===== config.mk =====
export PLATFORM = sky130hd
export DESIGN_NAME = ff_seq_ctrl_flat
export DESIGN_NICKNAME = d
export VERILOG_FILES = /design/src/rtl/ff_seq_ctrl_if.sv /design/src/rtl/ff_seq_ctrl.sv /design/src/flat_wrapper.sv
export SDC_FILE = /design/constraint.sdc
export NUM_CORES = 1
export LEC_CHECK = 0
export ABC_AREA = 1
export CORE_MARGIN = 2
export CORE_UTILIZATION = 45
export CTS_BUF_LIST = sky130_fd_sc_hd__clkbuf_4
export DETAILED_ROUTE_END_ITERATION = 8
export PLACE_DENSITY_LB_ADDON = 0.25
export SLEW_MARGIN = 0
export SYNTH_ARGS = -nofsm -noshare
export SYNTH_HDL_FRONTEND = slang
export SYNTH_SLANG_ARGS = --single-unit

===== constraint.sdc =====
create_clock -name clk -period 1.8 [get_ports clk]
set_input_delay 0.18 -clock clk [delete_from_list [all_inputs] [get_ports clk]]
set_output_delay 0.18 -clock clk [all_outputs]
set_load 0.1 [all_outputs]

===== src/rtl/ff_seq_ctrl_if.sv =====
// Host-side and flip-flop-side signals of the bit-serial flip-flop sequencer.
// The slave modport is the sequencer; the master is the host plus the flip-flop cell.
interface ff_seq_ctrl_if #(
    parameter int WIDTH = 8
);
    localparam int CW = $clog2(WIDTH + 1);

    logic             start;
    logic [WIDTH-1:0] din;
    logic             ff_d;
    logic             ff_en;
    logic             ff_q;
    logic             ff_qb;
    logic             busy;
    logic [WIDTH-1:0] dout;
    logic [CW-1:0]    err_cnt;
    logic             pass;
    logic             done;

    modport master (
        output start, din, ff_q, ff_qb,
        input  ff_d, ff_en, busy, dout, err_cnt, pass, done
    );

    modport slave (
        input  start, din, ff_q, ff_qb,
        output ff_d, ff_en, busy, dout, err_cnt, pass, done
    );
endinterface


===== src/rtl/ff_seq_ctrl.sv =====
// Drives a latched word LSB-first into a single D flip-flop, one bit per DRIVE/SAMPLE
// slot, rebuilds the captured word from q and counts slots where q/qbar disagree.
module ff_seq_ctrl #(
    parameter int WIDTH = 8
) (
    input  logic         clk,
    input  logic         rst,
    ff_seq_ctrl_if.slave bus
);
    localparam int CW = $clog2(WIDTH + 1);
    localparam int IW = $clog2(WIDTH);

    localparam logic [1:0] ST_IDLE   = 2'd0;
    localparam logic [1:0] ST_DRIVE  = 2'd1;
    localparam logic [1:0] ST_SAMPLE = 2'd2;
    localparam logic [1:0] ST_FIN    = 2'd3;

    localparam logic [CW-1:0] CNT_MAX  = CW'(WIDTH);
    localparam logic [IW-1:0] IDX_LAST = IW'(WIDTH - 1);

    logic [1:0]       state_reg, state_next;
    logic [WIDTH-1:0] sh_reg, sh_next;
    logic [WIDTH-1:0] dout_reg, dout_next;
    logic [IW-1:0]    idx_reg, idx_next;
    logic [CW-1:0]    err_reg, err_next;
    logic             accept;
    logic             sampling;
    logic             bit_bad;

    assign accept   = (state_reg == ST_IDLE) && bus.start;
    assign sampling = (state_reg == ST_SAMPLE);
    // Both rails are checked: a healthy cell has q equal to the bit and qbar its inverse.
    assign bit_bad  = (bus.ff_q != sh_reg[0]) || (bus.ff_qb != ~sh_reg[0]);

    // Each dout bit clears on acceptance and is written only in its own sample slot.
    for (genvar gi = 0; gi < WIDTH; gi++) begin : g_dout
        assign dout_next[gi] = accept ? 1'b0 :
                               (sampling && idx_reg == IW'(gi)) ? bus.ff_q :
                               dout_reg[gi];
    end

    always_comb begin
        state_next = state_reg;
        sh_next    = sh_reg;
        idx_next   = idx_reg;
        err_next   = err_reg;
        case (state_reg)
            ST_IDLE: begin
                if (bus.start) begin
                    sh_next    = bus.din;
                    idx_next   = '0;
                    err_next   = '0;
                    state_next = ST_DRIVE;
                end
            end
            ST_DRIVE: begin
                state_next = ST_SAMPLE;
            end
            ST_SAMPLE: begin
                if (bit_bad && err_reg != CNT_MAX) begin
                    err_next = err_reg + 1'b1;
                end
                sh_next    = {1'b0, sh_reg[WIDTH-1:1]};
                idx_next   = idx_reg + 1'b1;
                state_next = (idx_reg == IDX_LAST) ? ST_FIN : ST_DRIVE;
            end
            ST_FIN: begin
                state_next = ST_IDLE;
            end
            default: begin
                state_next = ST_IDLE;
            end
        endcase
    end

    always_ff @(posedge clk) begin
        if (rst) begin
            state_reg <= ST_IDLE;
            sh_reg    <= '0;
            dout_reg  <= '0;
            idx_reg   <= '0;
            err_reg   <= '0;
        end else begin
            state_reg <= state_next;
            sh_reg    <= sh_next;
            dout_reg  <= dout_next;
            idx_reg   <= idx_next;
            err_reg   <= err_next;
        end
    end

    // All outputs decode registered state; sh is zero in IDLE once a word has drained.
    assign bus.ff_d    = sh_reg[0];
    assign bus.ff_en   = (state_reg == ST_DRIVE);
    assign bus.busy    = (state_reg != ST_IDLE);
    assign bus.done    = (state_reg == ST_FIN);
    assign bus.pass    = (state_reg == ST_FIN) && (err_reg == '0);
    assign bus.dout    = dout_reg;
    assign bus.err_cnt = err_reg;
endmodule


===== src/flat_wrapper.sv =====
// flat-port wrapper written by rule: the top's interface ports become plain ports
module ff_seq_ctrl_flat 
#(
    parameter int WIDTH = 8
)
  (clk, rst, bus_start, bus_din, bus_ff_q, bus_ff_qb, bus_ff_d, bus_ff_en, bus_busy, bus_dout, bus_err_cnt, bus_pass, bus_done);
  ff_seq_ctrl_if #(.WIDTH(WIDTH)) bus_i ();
  input  logic clk;
  input  logic rst;
  input wire logic [$bits(bus_i.start)-1:0] bus_start;
  input wire logic [$bits(bus_i.din)-1:0] bus_din;
  input wire logic [$bits(bus_i.ff_q)-1:0] bus_ff_q;
  input wire logic [$bits(bus_i.ff_qb)-1:0] bus_ff_qb;
  output wire logic [$bits(bus_i.ff_d)-1:0] bus_ff_d;
  output wire logic [$bits(bus_i.ff_en)-1:0] bus_ff_en;
  output wire logic [$bits(bus_i.busy)-1:0] bus_busy;
  output wire logic [$bits(bus_i.dout)-1:0] bus_dout;
  output wire logic [$bits(bus_i.err_cnt)-1:0] bus_err_cnt;
  output wire logic [$bits(bus_i.pass)-1:0] bus_pass;
  output wire logic [$bits(bus_i.done)-1:0] bus_done;
  assign bus_i.start = bus_start;
  assign bus_i.din = bus_din;
  assign bus_i.ff_q = bus_ff_q;
  assign bus_i.ff_qb = bus_ff_qb;
  assign bus_ff_d = bus_i.ff_d;
  assign bus_ff_en = bus_i.ff_en;
  assign bus_busy = bus_i.busy;
  assign bus_dout = bus_i.dout;
  assign bus_err_cnt = bus_i.err_cnt;
  assign bus_pass = bus_i.pass;
  assign bus_done = bus_i.done;
  ff_seq_ctrl #(.WIDTH(WIDTH)) u_core (.clk(clk), .rst(rst), .bus(bus_i));
endmodule

==> impl_metrics.json, run 1 <==
{
  "drive_gt1_share_pct": 17.1,
  "die_y_um": 57.2,
  "track_usage_pct": 17.6,
  "placed_area_mm2": 0.00161,
  "wl_um": 2730,
  "path_clk_slew_ns": 0.14,
  "period_needed_ns": 1.53,
  "critPathCaptureType": "output port",
  "synth_cell_types": 25,
  "crit_type": "flip-flop to output port",
  "routedWlPerCell_um": 11.3,
  "grt_pass1_wl_um": 4510,
  "yosysTopAreaCellShare_pct": 39.3,
  "cp-endpoint": "bus_pass",
  "holdBufCountCts": 0,
  "viasPerCell": 4.91,
  "ios": 30,
  "hold_viol_final": 0,
  "gr-total-overflow": 0,
  "crit_path_start_kind": "flip-flop",
  "cts_resized": 0,
  "syn_inst": 178,
  "outcome": "finished, final reports clean",
  "cts_tree": "yes",
  "synth_largest_area_cell": "dfxtp_1",
  "syn_area_per_cell_um2": 7.15,
  "drv_cap": 0,
  "p_leak_nw": 0.729,
  "r2r-start": "u_core.bus.err_cnt[1]",
  "cts_buffer_depth": 2,
  "synth_fp_nets": 199,
  "max_freq_ghz": 0.655,
  "ant_nets": 0,
  "htreeDepth": 1,
  "drv_slew": 0,
  "critPathLaunch": "u_core.bus.err_cnt[1]",
  "drt_iter0_drc": 33,
  "async_flop_share_pct": 0,
  "fin_area_mm2": 0.00164,
  "grt_max_degree": 20,
  "grt_setup_unrepaired": "false",
  "hp-class": "input port to flip-flop",
  "place_congestion": 0.831,
  "post-cts-setup-buffers": 0,
  "wl_met2_um": 1360,
  "dp_hpwl_um": 2120,
  "yosys-top-cells-count": "40 x nand2_1, 27 x inv_1, 25 x dfxtp_1",
  "core_mm2": 0.00271,
  "diodes": 0,
  "netlist_area_mm2": 0.00127,
  "powerDensity_mw_per_mm2": 701,
  "finClkSkew_ns": 0.00753,
  "layout.nets": 232,
  "drc": 0,
  "clk_latency_ns": 0.32,
  "highest_layer": "met4",
  "die_w_um": 57.2,
  "cp_max_fo": 4,
  "start_util_pct": 47.0,
  "yosys-top-cells-area": "dfxtp_1 39%, nand2_1 12%, inv_1 8.0%",
  "synth.most_common_cell": "nand2_1",
  "areaGrowthSynthToFinish_pct": 29.0,
  "setup_viol": 0,
  "critical_path_arrival_ns": 1.35,
  "ir_worst_vdd_v": 0.000494,
  "ys_ff_latch": 25,
  "firstDrtPassIters": 4,
  "antenna_found_initial": 0,
  "cts-root-buf": "clkbuf_4",
  "vias": 1183,
  "met3WireLength_um": 118,
  "yosysWarnings": 0,
  "port-buffer-count": 29,
  "synth_edf_count": 0,
  "required_ns": 1.62,
  "cts_buffers": 3,
  "worst_pin_slew_ns": 0.299,
  "die_area_mm2": 0.00327,
  "regToRegSetupSlack_ns": 0.45,
  "synthFlopType": "dfxtp_1",
  "m1WireLength_um": 1230,
  "floorplan.rows": 19,
  "min_period_over_period_pct": 84.8,
  "finalSetupTns_ns": 0,
  "numClockSinks": 25,
  "seq_area_frac_synth_pct": 39.3,
  "grt_pass1_vias": 1067,
  "r2r_end": "u_core.bus.err_cnt[1]",
  "worstRegToRegCells": 9,
  "slew-limit-headroom_pct": 80.0
}
-- cell usage in the layout, fill, tap and decap left out --
cell and count:
clkdlybuf4s50_1 12, xor2_1 1, inv_2 3, inv_1 27, o21ai_1 1, ha_1 8, nor2_4 1, xnor2_1 1
a22oi_1 3, clkinv_2 1, nor2_1 13, nand3_1 15, nor4_1 2, a21oi_1 15, nand2_2 2, a31oi_1 3
and2_1 1, inv_4 1, o21ai_0 6, nand2_1 40, buf_12 5, nor2_2 3, o22ai_1 1, dfxtp_1 23
clkbuf_4 3, dfxtp_2 2, buf_4 15, nor3_1 2
-- where the power goes --
group	leakage [nW]	internal [mW]	switching, mW	total (mW)
Sequential	0.204	0.577	0.0209	0.598
Combinational	0.507	0.102	0.201	0.302
Clock	0.0177	0.0831	0.167	0.250
-- cells by family after synthesis --
logic type                 Yosys count  synth area share [%]
xor gates and xnor gates             2                  1.38
adders and majority gates            8                  7.87
AOI/OAI and AO/OA                   29                  12.4
and+or+nand+nor                     79                  26.4
buffers and inverters               35                  12.7
DFF                                 25                  39.3
-- per-layer routing --
layer | track usage (%) | vias up
met3 | 3.63 | 2
met4 | 6.31 | 0
met1 | 20.7 | 526
li1 | - | 628
met2 | 31.7 | 27
met5 | 0 | -
-- per-stage QoR --
| stage | total power [mW] | setup WS (ns) | hold slack, ns | std cells | utilization [%] |
|---|---|---|---|---|---|
| 2_1_floorplan | 0.817 | 0.0404 | 0.327 | 178 | - |
| 3_3_place_gp | 0.902 | 0.414 | 0.433 | 237 | 59.6 |
| 3_5_place_dp | 0.912 | 0.320 | 0.437 | 237 | 59.6 |
| 4_1_cts | 1.16 | 0.261 | 0.409 | 241 | 60.6 |
| 5_1_grt | 1.20 | 0.171 | 0.415 | 241 | 60.6 |
| 6_report | 1.15 | 0.274 | 0.416 | 241 | 60.6 |
-- worst max-delay path, cell delays in order (launching register included) --
cell and delay, ns:
dfxtp_2 0.36, inv_1 0.08, ha_1 0.16, nand3_1 0.12, nor2_4 0.12, buf_12 0.18
-- final cells by class --
type / count / area [um^2]
well taps: 31 / 38.8
multi-input cells: 118 / 621
inverters: 31 / 119
clock inverters: 1 / 5.00
repair buffers: 32 / 333
flip-flops and latches: 25 / 503
fillers: 251 / 1070
clock buffers: 3 / 22.5
-- worst min-delay path by stage --
stage	cells after the start	startpoint	slack (ns)	endpoint
2_1_floorplan	2	bus_din[7]	0.33	u_core.sh_reg[7]
4_1_cts	3	bus_din[4]	0.41	u_core.sh_reg[4]
3_5_place_dp	2	u_core.bus.dout[0]	0.44	u_core.bus.dout[0]
3_3_place_gp	2	u_core.bus.dout[0]	0.43	u_core.bus.dout[0]
5_1_grt	3	bus_din[4]	0.42	u_core.sh_reg[4]
6_report	3	bus_din[4]	0.42	u_core.sh_reg[4]
Note: power is estimated with default switching activity, not from simulation.
==> inputs of run 2 (changes only) <==
==> constraint.sdc (replaced) <==
create_clock -name clk -period 1.39 [get_ports clk]
set_input_delay 0.139 -clock clk [delete_from_list [all_inputs] [get_ports clk]]
set_output_delay 0.139 -clock clk [all_outputs]
set_load 0.1 [all_outputs]
==> impl_metrics.json, run 2 (same netlist as run 1, synthesis figures left out) <==
{
  "grt_max_degree": 15,
  "cts_buffer_depth": 2,
  "p_comb_share_pct": 29.1,
  "critPathTopFamily": "flip-flops",
  "vias": 1226,
  "antenna_found_initial": 0,
  "p_leak_nw": 0.802,
  "finalSetupTns_ns": 0,
  "dp_hpwl_um": 2160,
  "layout.nets": 237,
  "drv_cap": 0,
  "critPathLaunch": "u_core.bus.err_cnt[0]",
  "required_ns": 1.25,
  "outcome": "finished, final reports clean",
  "critical_path_arrival_ns": 1.25,
  "clk_latency_ns": 0.33,
  "core_mm2": 0.00271,
  "placed_area_mm2": 0.00180,
  "numClockSinks": 25,
  "max_freq_ghz": 0.720,
  "num-fill-cells": 221,
  "areaGrowthSynthToFinish_pct": 48.1,
  "cp_cell_sequence": "inv_2, ha_4, nand3_4, nor2_4, buf_12",
  "period_needed_ns": 1.39,
  "cts_tree": "yes",
  "multi_input_area_um2": 658,
  "final_cell_mix": "39 x nand2_1, 24 x inv_1, 19 x dfxtp_1",
  "floorplan.rows": 19,
  "crit_path_start_kind": "flip-flop",
  "place_congestion": 0.827,
  "setup_viol": 0,
  "routedWlPerCell_um": 11.6,
  "grt_pass1_wl_um": 4640,
  "cp_slowest_stage_delay_ns": 0.37,
  "critPathCaptureType": "output port",
  "track_usage_pct": 18.1,
  "finClkSkew_ns": 0.0127,
  "drc": 0,
  "place_ws_ns": -0.0236,
  "clkPwrFrac_pct": 21.1,
  "power.total_mw": 1.55,
  "drv_slew": 0,
  "p_switching_uw": 527,
  "power_switching_share_pct": 33.9,
  "ant_nets": 0,
  "die_area_mm2": 0.00327,
  "fin_area_mm2": 0.00188,
  "die_w_um": 57.2,
  "ios": 30,
  "cp_slowest_cell": "dfxtp_4",
  "worst_pin_slew_ns": 0.254,
  "regArea_um2": 518,
  "powerDensity_mw_per_mm2": 825,
  "firstDrtPassIters": 4,
  "setup_slack_ns": 0.00124,
  "viasPerCell": 4.98,
  "slew-limit-headroom_pct": 82.9,
  "dp.cells": 239,
  "die_y_um": 57.2,
  "path_clk_slew_ns": 0.14,
  "port-buffer-count": 29,
  "utilization_pct": 69.5,
  "grt_setup_unrepaired": "true",
  "cp_max_fo": 2,
  "fin_cells": 246,
  "drt_iter0_drc": 42,
  "hp-class": "input port to flip-flop",
  "critPathBufInv": 2,
  "diodes": 0,
  "r2r-start": "u_core.bus.err_cnt[0]",
  "start_util_pct": 47.0,
  "wl_um": 2840,
  "fin_hold_ws_ns": 0.360,
  "seq_power_share_pct": 49.8,
  "cts-root-buf": "clkbuf_4",
  "crit_type": "flip-flop to output port",
  "grt_pass1_vias": 1109,
  "cts_buffers": 3,
  "gr-total-overflow": 0,
  "min_period_over_period_pct": 99.9,
  "p_int_mw": 1.03,
  "hold_viol_final": 0,
  "final_common_cell": "nand2_1",
  "ir_worst_vdd_v": 0.000826,
  "drive_gt1_share_pct": 24.7,
  "htreeDepth": 1,
  "min_from": "bus_din[7]"
}
-- run 2: tightest hold or removal path: stages --
cell and delay, ns:
clkdlybuf4s50_1 0.39, nand2_1 0.07, a21oi_1 0.06
-- run 2: what timing repair did --
action	4_1_cts	5_1_grt
resized for setup	6	4
setup buffers	2	1
hold buffers	0	0
setup endpoints to repair	2	8
pin swaps	1	2
-- run 2: layer usage --
metal | routed length, um | track usage (%) | vias up
met5 | 0 | 0 | -
met1 | 1270 | 21.4 | 551
li1 | - | - | 635
met2 | 1420 | 31.9 | 36
met4 | 40 | 7.97 | 0
met3 | 121 | 3.17 | 4
-- run 2: layout make-up --
class	instances	area share, %
Timing Repair Buffer	37	27.6
Clock buffer	3	1.20
Tap cell	31	2.06
Multi-Input combinational cell	118	34.9
Sequential cell	25	27.5
Inverter	31	6.44
Clock inverter	1	0.266
-- run 2: worst paths after layout --
| check | to | slack [ns] | cells after the start |
|---|---|---|---|
| max | bus_pass | 0.001 | 5 |
| min | u_core.sh_reg[7] | 0.36 | 3 |
| max reg2reg | u_core.bus.err_cnt[3] | 0.09 | 9 |
| min reg2reg | u_core.sh_reg[4] | 0.48 | 2 |
-- run 2: power groups by stage --
stage / logic, mW / clock network (mW) / registers, mW
after floorplan: 0.203 / 0 / 0.856
after global placement: 0.405 / 0 / 0.792
after detailed placement: 0.417 / 0 / 0.793
after CTS: 0.443 / 0.339 / 0.774
after global routing: 0.481 / 0.362 / 0.779
final: 0.452 / 0.328 / 0.774
==> inputs of run 3 (changes only) <==
==> constraint.sdc (replaced) <==
create_clock -name clk -period 1.51 [get_ports clk]
set_input_delay 0.151 -clock clk [delete_from_list [all_inputs] [get_ports clk]]
set_output_delay 0.151 -clock clk [all_outputs]
set_load 0.1 [all_outputs]
==> impl_metrics.json, run 3 (same netlist as run 1, synthesis figures left out) <==
{
  "fin_area_mm2": 0.00184,
  "outcome": "finished, final reports clean",
  "firstDrtPassIters": 5,
  "setup_viol": 0,
  "routedWlPerCell_um": 11.4,
  "layout.nets": 234,
  "ir_worst_vdd_v": 0.000639,
  "r2r-start": "u_core.state_reg[1]",
  "dp_hpwl_um": 2200,
  "cp_slowest_cell": "dfxtp_4",
  "critPathLaunch": "u_core.bus.err_cnt[0]",
  "clkPwrFrac_pct": 22.3,
  "finalSetupTns_ns": 0,
  "track_usage_pct": 17.8,
  "cts_buffer_depth": 2,
  "critical_path_arrival_ns": 1.29,
  "ant_nets": 0,
  "powerDensity_mw_per_mm2": 775,
  "p_switching_uw": 470,
  "seq_power_share_pct": 50.2,
  "gr-total-overflow": 0,
  "cts-root-buf": "clkbuf_4",
  "clk_latency_ns": 0.32,
  "diodes": 0,
  "period_needed_ns": 1.44,
  "numClockSinks": 25,
  "antenna_found_initial": 0,
  "grt_pass1_wl_um": 4620,
  "floorplan.rows": 19,
  "finClkSkew_ns": 0.00676,
  "die_area_mm2": 0.00327,
  "regToRegSetupSlack_ns": 0.16,
  "hp-class": "input port to flip-flop",
  "p_leak_nw": 0.784,
  "cp_max_fo": 6,
  "max_freq_ghz": 0.693,
  "worst_pin_slew_ns": 0.270,
  "min_period_over_period_pct": 95.5,
  "crit_path_start_kind": "flip-flop",
  "drt_iter0_drc": 48,
  "critPathCaptureType": "output port",
  "dp.cells": 238,
  "p_comb_share_pct": 27.5,
  "areaGrowthSynthToFinish_pct": 44.6,
  "vias": 1225,
  "required_ns": 1.36,
  "cp_cell_sequence": "inv_2, ha_4, nand3_2, nor2_4, buf_12",
  "fin_hold_ws_ns": 0.371,
  "drv_slew": 0,
  "cp_slowest_stage_delay_ns": 0.40,
  "htreeDepth": 1,
  "die_w_um": 57.2,
  "hold_path_end": "u_core.sh_reg[7]",
  "p_int_uw": 957,
  "min_from": "bus_din[7]",
  "place_congestion": 0.831,
  "r2r_end": "u_core.sh_reg[1]",
  "hold_viol_final": 0,
  "drive_gt1_share_pct": 21.2,
  "drv_cap": 0,
  "grt_max_degree": 14,
  "final_common_cell": "nand2_1",
  "slew-limit-headroom_pct": 82.0,
  "setup_slack_ns": 0.0675,
  "final_cell_mix": "40 x nand2_1, 25 x inv_1, 20 x dfxtp_1",
  "drc": 0,
  "holdBufCountCts": 0,
  "core_mm2": 0.00271,
  "port-buffer-count": 29,
  "cts_tree": "yes",
  "fin_cells": 243,
  "worstRegToRegCells": 9,
  "path_clk_slew_ns": 0.13,
  "place_ws_ns": 0.0707,
  "start_util_pct": 47.0,
  "crit_type": "flip-flop to output port",
  "power_switching_share_pct": 32.9,
  "viasPerCell": 5.04,
  "grt_setup_unrepaired": "false",
  "grt_pass1_vias": 1101,
  "wl_um": 2770,
  "ios": 30,
  "die_y_um": 57.2,
  "placed_area_mm2": 0.00179,
  "cts_buffers": 3,
  "min_path_cells": 3
}
==> run 3: worst max-delay path by stage <==
stage                                        to  slack (ns)  cells past startpoint
final                                  bus_pass        0.07                      5
after CTS                              bus_pass      0.0004                      5
after detailed placement  u_core.bus.err_cnt[3]        0.07                      9
after floorplan                        bus_pass        0.07                      4
after global placement    u_core.bus.err_cnt[3]        0.15                      8
after global routing           u_core.sh_reg[1]        0.01                      9
==> run 3: stage by stage <==
stage	utilization, %	total power [mW]
after CTS	67.3	1.42
after global routing	67.9	1.49
final	67.9	1.43
after floorplan	-	0.975
after global placement	65.9	1.10
after detailed placement	65.9	1.11
==> run 3: worst max-delay path, delay by kind of cell, from the launching register on <==
kind	cells	cell delay, ns
AND/OR/NAND/NOR	2	0.21
buffers and inverters	2	0.25
flip-flops	1	0.40
adder cells (fa/ha/maj)	1	0.12
==> run 3: repair_timing <==
action / 4_1_cts / 5_1_grt
buffers inserted: 1 / 0
resized for setup: 0 / 5
setup endpoints to repair: 1 / 3
pin swaps: 0 / 3
==> run 3: power by group through the flow <==
stage	registers, mW	clock network, mW	logic [mW]
final	0.716	0.318	0.393
after floorplan	0.788	0	0.187
after global routing	0.719	0.351	0.424
after detailed placement	0.732	0	0.380
after global placement	0.731	0	0.370
after CTS	0.715	0.322	0.387
==> run 3: area by class of cell <==
| cell class | instances | area [um^2] |
|---|---|---|
| fill | 228 | 870 |
| multi-input combinational | 118 | 643 |
| sequential | 25 | 512 |
| timing repair buffer | 34 | 498 |
| inverter | 31 | 119 |
| tap | 31 | 38.8 |
| clock buffer | 4 | 30.0 |
==> run 3: layer usage <==
metal	GRT usage, %	up-vias	wire (um)
met1	20.8	553	1120
li1	-	631	-
met3	2.27	5	165
met2	32.7	36	1440
met4	6.98	0	44
met5	0	-	0
